[config.mk]
export PLATFORM = sky130hd
export DESIGN_NAME = nand_phy_dqs_wr_seq
export DESIGN_NICKNAME = d
export VERILOG_FILES = /design/src/rtl/nand_phy_pkg.sv /design/src/rtl/nand_phy_dqs_wr_seq.sv
export SDC_FILE = /design/constraint.sdc
export NUM_CORES = 1
export LEC_CHECK = 0
export BUFFER_PORTS_ARGS = -buffer_cell sky130_fd_sc_hd__buf_2
export CELL_PAD_IN_SITES_DETAIL_PLACEMENT = 0
export CELL_PAD_IN_SITES_GLOBAL_PLACEMENT = 1
export CORE_MARGIN = 3
export CORE_UTILIZATION = 46
export DETAILED_ROUTE_END_ITERATION = 6
export GPL_TIMING_DRIVEN = 0
export PLACE_DENSITY_LB_ADDON = 0.1
export SYNTH_ARGS = -nofsm -noshare
export SYNTH_HDL_FRONTEND = slang
export SYNTH_SLANG_ARGS = --single-unit
[constraint.sdc]
create_clock -name clk0 -period 4.8 [get_ports clk0]
set_input_delay 0 -clock clk0 [delete_from_list [all_inputs] [get_ports clk0]]
set_output_delay 0 -clock clk0 [all_outputs]
set_load 0.05 [all_outputs]
[src/rtl/nand_phy_pkg.sv]
// Shared NAND PHY definitions: sequencer state encoding and default
// preamble/postamble cycle counts, used by the write- and read-side sequencers.
package nand_phy_pkg;

    localparam logic [1:0] ST_IDLE  = 2'd0;
    localparam logic [1:0] ST_PRE   = 2'd1;
    localparam logic [1:0] ST_BURST = 2'd2;
    localparam logic [1:0] ST_POST  = 2'd3;

    typedef enum logic [1:0] {
        S_IDLE  = ST_IDLE,
        S_PRE   = ST_PRE,
        S_BURST = ST_BURST,
        S_POST  = ST_POST
    } seq_state_e;

    // Default tWPRE / tWPST expressed in clk0 cycles
    localparam int unsigned NAND_TWPRE_CYC = 32'd2;
    localparam int unsigned NAND_TWPST_CYC = 32'd2;

    // Width of the preamble/postamble phase counter
    localparam int unsigned PHASE_W = 32'd4;

endpackage

[src/rtl/nand_phy_dqs_wr_seq.sv]
// NAND DDR write-burst sequencer feeding the DQS/DQ IOBs.
// Walks IDLE -> PRE -> BURST -> POST -> IDLE, driving the DQS/DQ tristates,
// the DQS toggle enable and the write-FIFO pop. All outputs are registered and
// decoded from the next state so they line up with the state register.
// Optional build macro NAND_WR_BURST_CNT_EN adds a 16-bit completed-burst counter
// output (burst_cnt) that steps on every done pulse.
module nand_phy_dqs_wr_seq
    import nand_phy_pkg::*;
#(
    parameter int unsigned PRE_CYCLES  = NAND_TWPRE_CYC,
    parameter int unsigned POST_CYCLES = NAND_TWPST_CYC,
    parameter int unsigned LEN_W       = 32'd16
) (
    input  logic             clk0,
    input  logic             rst0,
    input  logic             wr_start,
    input  logic [LEN_W-1:0] wr_len,
    input  logic             wr_abort,
    output logic             busy,
    output logic             done,
    output logic             wdata_rd_en,
    output logic             dqs_oe_n,
    output logic             dqs_rst_n,
`ifdef NAND_WR_BURST_CNT_EN
    output logic [15:0]      burst_cnt,
`endif
    output logic             dq_oe_n
);

    localparam logic [PHASE_W-1:0] PRE_LOAD  = PHASE_W'(PRE_CYCLES - 32'd1);
    localparam logic [PHASE_W-1:0] POST_LOAD = PHASE_W'(POST_CYCLES - 32'd1);
    localparam logic [LEN_W-1:0]   LEN_ZERO  = {LEN_W{1'b0}};
    localparam logic [LEN_W-1:0]   LEN_ONE   = LEN_W'(32'd1);

    seq_state_e         state_r, state_s;
    logic [LEN_W-1:0]   word_cnt_r, word_cnt_s;
    logic [PHASE_W-1:0] phase_cnt_r, phase_cnt_s;
    logic               done_s;
    logic               busy_s, rd_en_s, dqs_oe_n_s, dqs_rst_n_s, dq_oe_n_s;

    // Next-state and counter update for the burst sequencer
    always_comb begin
        state_s     = state_r;
        word_cnt_s  = word_cnt_r;
        phase_cnt_s = phase_cnt_r;
        done_s      = 1'b0;
        case (state_r)
            S_IDLE: begin
                if (wr_start) begin
                    if (wr_len != LEN_ZERO) begin
                        state_s     = S_PRE;
                        word_cnt_s  = wr_len;
                        phase_cnt_s = PRE_LOAD;
                    end else begin
                        // zero-length request completes immediately
                        done_s = 1'b1;
                    end
                end else begin
                    state_s = S_IDLE;
                end
            end
            S_PRE: begin
                if (wr_abort) begin
                    state_s     = S_POST;
                    phase_cnt_s = POST_LOAD;
                end else if (phase_cnt_r == {PHASE_W{1'b0}}) begin
                    state_s = S_BURST;
                end else begin
                    phase_cnt_s = phase_cnt_r - PHASE_W'(32'd1);
                end
            end
            S_BURST: begin
                if (wr_abort || (word_cnt_r == LEN_ONE)) begin
                    state_s     = S_POST;
                    phase_cnt_s = POST_LOAD;
                    word_cnt_s  = LEN_ZERO;
                end else begin
                    word_cnt_s = word_cnt_r - LEN_ONE;
                end
            end
            S_POST: begin
                if (phase_cnt_r == {PHASE_W{1'b0}}) begin
                    state_s = S_IDLE;
                    done_s  = 1'b1;
                end else begin
                    phase_cnt_s = phase_cnt_r - PHASE_W'(32'd1);
                end
            end
            default: begin
                state_s = S_IDLE;
            end
        endcase
    end

    // Output decode from the next state so registered outputs track state_r
    always_comb begin
        busy_s      = 1'b0;
        rd_en_s     = 1'b0;
        dqs_oe_n_s  = 1'b1;
        dqs_rst_n_s = 1'b0;
        dq_oe_n_s   = 1'b1;
        case (state_s)
            S_IDLE: begin
                busy_s = 1'b0;
            end
            S_PRE, S_POST: begin
                busy_s     = 1'b1;
                dqs_oe_n_s = 1'b0;
                dq_oe_n_s  = 1'b0;
            end
            S_BURST: begin
                busy_s      = 1'b1;
                rd_en_s     = 1'b1;
                dqs_oe_n_s  = 1'b0;
                dqs_rst_n_s = 1'b1;
                dq_oe_n_s   = 1'b0;
            end
            default: begin
                busy_s = 1'b0;
            end
        endcase
    end

    // State, counters and registered outputs; rst0 abandons any burst without done
    always_ff @(posedge clk0) begin
        if (rst0) begin
            state_r     <= S_IDLE;
            word_cnt_r  <= LEN_ZERO;
            phase_cnt_r <= {PHASE_W{1'b0}};
            busy        <= 1'b0;
            done        <= 1'b0;
            wdata_rd_en <= 1'b0;
            dqs_oe_n    <= 1'b1;
            dqs_rst_n   <= 1'b0;
            dq_oe_n     <= 1'b1;
        end else begin
            state_r     <= state_s;
            word_cnt_r  <= word_cnt_s;
            phase_cnt_r <= phase_cnt_s;
            busy        <= busy_s;
            done        <= done_s;
            wdata_rd_en <= rd_en_s;
            dqs_oe_n    <= dqs_oe_n_s;
            dqs_rst_n   <= dqs_rst_n_s;
            dq_oe_n     <= dq_oe_n_s;
        end
    end

`ifdef NAND_WR_BURST_CNT_EN
    // Completed-burst counter, stepped alongside each done pulse, wraps at 16 bits
    always_ff @(posedge clk0) begin
        if (rst0) begin
            burst_cnt <= 16'd0;
        end else if (done_s) begin
            burst_cnt <= burst_cnt + 16'd1;
        end else begin
            burst_cnt <= burst_cnt;
        end
    end
`endif

endmodule

-- Word level (Yosys, flattened, before mapping)
Index checks and enable logic that the tools add are counted.
- $add $sub $neg: 2
- multiplexer cells: 24
- reduce and logical (&&, ||, !) cells: 9
- eq/ne operators: 10
- operators with widths (kind ; count):
    $mux 16 ; 3
    $pmux 16 s2 ; 1
    $mux 4 ; 5
    $eq 16x1->1 const B ; 1
    $pmux 4 s4 ; 1
    $reduce_bool 16->1 ; 1
    $sub 16x1->16 const B ; 1
    $mux 2 ; 6
    $eq 2x2->1 const B ; 4
    $pmux 2 s4 ; 1
    $ne 2x2->1 const B ; 3
    $reduce_and 3->1 ; 2
    $mux 1 ; 5
    $eq 2x1->1 const B ; 2
    $logic_not 2->1 ; 2
    $logic_not 4->1 ; 1
    $pmux 1 s2 ; 2
    $sub 4x1->4 const B ; 1
    $reduce_or 3->1 ; 1
    $reduce_bool 2->1 ; 1
    $logic_or 1x1->1 ; 1
- input port bits: 20
- output and inout bits: 6
- logic and storage cells: 52
- register bits: 26

-- Depth between registers and ports, before layout
- word-level depth: 7
- gate-level depth with buffers: 8
- gate-level depth less buffers: 7

-- Least setup slack after synthesis
Ideal clock, no wire load.
- kind: flip-flop to flip-flop
- start point: reg word_cnt_r[0]
- end point: reg phase_cnt_r[2]
- data required time: 4.666 ns
- library setup time: 0.134 ns
- slack: 2.989 ns
- buffers on the path: 1
- period minus slack after synthesis: 1.811 ns
- arrival time: 1.676 ns
- cell stages (with the launch flop): 8
- cell sequence: dfxtp_1 -> ha_1 -> nor4b_2 -> and4_4 -> a21oi_2 -> buf_2 -> o311ai_1 -> o41ai_2
- cells in the longest elaborated chain, start to end: 4
- RTL lines (what ; line ; text):
    from (decl) ; nand_phy_dqs_wr_seq.sv:36 ; logic [LEN_W-1:0] word_cnt_r, word_cnt_s;
    from (signal assigned) ; nand_phy_dqs_wr_seq.sv:138 ; word_cnt_r <= word_cnt_s;
    $eq 16x1->1 ; nand_phy_dqs_wr_seq.sv:73 ; if (wr_abort || (word_cnt_r == LEN_ONE)) begin
    $logic_or 1x1->1 ; nand_phy_dqs_wr_seq.sv:73 ;
    $ne 2x2->1 (no source line) ; - ;
    $reduce_and 3->1 (no source line) ; - ;
    to (signal assigned) ; nand_phy_dqs_wr_seq.sv:129 ; phase_cnt_r <= {PHASE_W{1'b0}};
    to (signal assigned) ; nand_phy_dqs_wr_seq.sv:139 ; phase_cnt_r <= phase_cnt_s;
    to (decl) ; nand_phy_dqs_wr_seq.sv:37 ; logic [PHASE_W-1:0] phase_cnt_r, phase_cnt_s;
Every way passes these cells.
A chain may end at the register's enable or synchronous reset.

-- Final worst setup path
- start point: reg word_cnt_r[0]
- end point: reg phase_cnt_r[1]
Same word-level chain as after synthesis.

==> metrics.cfg <==
[placed_design]
place_congestion=0.8281
dp_slack_ns=2.661
port_buffers=24
dp_hpwl_um=3804

[floorplan]
initial_core_util_pct=50.21
placementRows=21
ios=26
dieArea_sq_mm=0.004623
coreArea_sq_mm=0.003521
die_w_um=68.00
die_h_um=68.00

[logic_synthesis]
yosys.area_share.adder_pct=5.662
synth.yosys.seq_area_share_pct=29.44
synth.most_common_cell=dfxtp_1
synth_compound_area_share_pct=32.48
synthMuxAreaShare_pct=0.6369
synth-simple-area-share_pct=24.27
synthArstFlopShare_pct=0
synth_top_family_by_area=compound AO/OA/AOI/OAI gates
synth-xor-area-share_pct=0.4954
synthDistinctLibCells=63
postSynthAreaPerCell_sq_um=8.624
ys_seq_elements=26
ys_warn_count=0
synth_cells=205
synth_edf_count=0
synth_common_cells=dfxtp_1, inv_1, nor2_1
synth_ff_type=dfxtp_1
yosys.area.top_type=dfxtp_1
synth_top_area_share_pct=29.44
syn_area_sq_mm=0.001768
synth_fp_nets=233
yosys-top-cells-area=dfxtp_1, ha_1, a32o_1, inv_1, a21oi_1

[setup_path]
reg2reg_slack_ns=2.63
criticalPathCategory=register to register
critPathLaunch=word_cnt_r[0]$_SDFFE_PP0P_
critPathLaunchType=register
critPathArrivalTime_ns=2.31
cp.required_ns=4.94
timing.rr.end=phase_cnt_r[1]$_SDFFE_PP0P_
crit_path_end_kind=register
crit_end=phase_cnt_r[1]$_SDFFE_PP0P_
r2r-start=word_cnt_r[0]$_SDFFE_PP0P_
cp_max_fo=10
ff2ff_path_depth=7

[final_layout]
fillerInstances=327
final_core_util_pct=56.82
diodes=0
nets=262
syn_to_final_growth_pct=13.16
drive_gt1_share_pct=22.32

[power_and_ir_drop]
pwr_density_cell_mw_per_mm2=270.1
ir_drop_uv=143.3
leakage_nw=0.7886
p_total_uw=540.5

[timing]
finalCritPeriodShare_pct=45.27
fmax_mhz=460.2
layout_setup_ws_ns=2.627
drv_slew=0
layout_min_cycle_time_ns=2.173
fin_worst_skew_ns=0.007848
setup_violations=0
slew_headroom_pct=44.42
worst_slew_pin_slew_ns=0.8222
finalHoldViolCount=0
tns_ns=0
rsz0062_at_grt=no

[drt]
vias_per_cell=6.348
wl_um=5011
drt_first_pass_iters=4
drc_errors=0
wire_per_inst_um=17.96
ant_nets=0
vias=1771
drt_iter0_drc=168

[clock_network]
clk_pin_slew_ns=0.10
ctsResizeCount=0
cts_buffer_depth=2
cts.htree.levels=1
worstSkewPairLatency_ns=0.27
cts_root_buf=clkbuf_8
cts_hold_buf=0
cts_tree=yes
cts_sinks=26
cts_buffers=3
post_cts_buffers=0

[global_route]
overflow=0
grt_pass1_vias=1732
antenna_found_initial=0
grt_max_degree=15
grt_first_pass_wirelength_um=8307
gr-usage-all-layers_pct=23.48

[min_path]
hold_path_class=input pin to register

[status]
status=completed

[job]
drv_cap=0

==> layer usage <==
metal	global-route usage (%)	routed length, um	vias up
met1	30.91	2209	864
met4	6.948	23	0
met3	2.627	275	2
met5	0	0	-
met2	40.07	2504	55
li1	-	-	850
==> worst min path at each step <==
stage	endpoint	cells past startpoint	startpoint	slack [ns]
finish	word_cnt_r[13]$_SDFFE_PP0P_	3	wr_len[13]	0.02
global route	word_cnt_r[7]$_SDFFE_PP0P_	3	wr_len[7]	0.05
CTS	word_cnt_r[13]$_SDFFE_PP0P_	3	wr_len[13]	0.02
detailed placement	word_cnt_r[14]$_SDFFE_PP0P_	3	wr_len[14]	0.30
global placement	word_cnt_r[13]$_SDFFE_PP0P_	3	wr_len[13]	0.30
floorplan	word_cnt_r[13]$_SDFFE_PP0P_	2	wr_len[13]	0.17
==> cell usage in the layout, fill, tap and decap left out, types with 2 or more instances in the layout <==
master | synthesis | layout
buf_2 | 3 | 27
nand2_1 | 11 | 11
clkbuf_1 | 6 | 6
inv_1 | 17 | 17
nor4_1 | 6 | 6
dfxtp_1 | 26 | 26
and2_1 | 2 | 2
a22o_1 | 2 | 2
o32ai_2 | 2 | 2
nand3b_1 | 3 | 3
a22oi_1 | 5 | 5
a32o_1 | 9 | 9
buf_4 | 3 | 3
o32ai_1 | 3 | 3
o31ai_1 | 2 | 2
o311ai_1 | 3 | 3
ha_1 | 8 | 8
a21oi_1 | 12 | 12
or3_1 | 3 | 3
and3_1 | 3 | 3
o21ai_0 | 10 | 10
nand4_1 | 3 | 3
nand3_1 | 4 | 4
clkbuf_8 | 0 | 4
nor2_1 | 15 | 15
nor3_1 | 6 | 6
==> cells by family (layout without fill, tap and decap cells) <==
logic type	Yosys count	after routing
flops	26	26
compound gates	70	70
xor+xnor	1	1
mux	1	1
buf+inv	29	57
fa+ha+maj	8	8
simple gates	70	70
==> flip-flops by register name (all words and copies together), names as in the netlist <==
name and count:
phase_cnt_r 4, done 1, word_cnt_r 16, dqs_rst_n 1, state_r 2, busy 1, dq_oe_n 1
==> through the flow <==
stage	cells	instance area, sq um	hold slack [ns]
after CTS	279	2001	0.02101
after global placement	275	1946	0.2965
after global routing	279	2001	0.04798
after floorplan	205	1768	0.1739
after detailed placement	275	1946	0.2986
final	279	2001	0.02185
==> area by class of cell <==
type	instances	area, sq um	share of cell area [%]
plain buffers	12	60.06	3.002
clock buffers	4	55.05	2.752
inverters	17	63.81	3.189
multi-input cells	150	1124	56.16
flip-flops and latches	26	520.5	26.02
well taps	46	57.56	2.877
repair buffers	24	120.1	6.004
==> where the power goes <==
part | internal [mW] | switching, mW
Clock | 0.0734 | 0.0709
Combinational | 0.0596 | 0.0917
Sequential | 0.229 | 0.0161
Total | 0.362 | 0.179
==> critical path, cell delays in order, from the launching register on <==
cell and delay, ns:
dfxtp_1 0.45, ha_1 0.23, nor4b_2 0.24, and4_4 0.29, a21oi_2 0.11, buf_2 0.24, o311ai_1 0.34, o31ai_1 0.14
No activity file was read; power rests on OpenSTA's default activity.
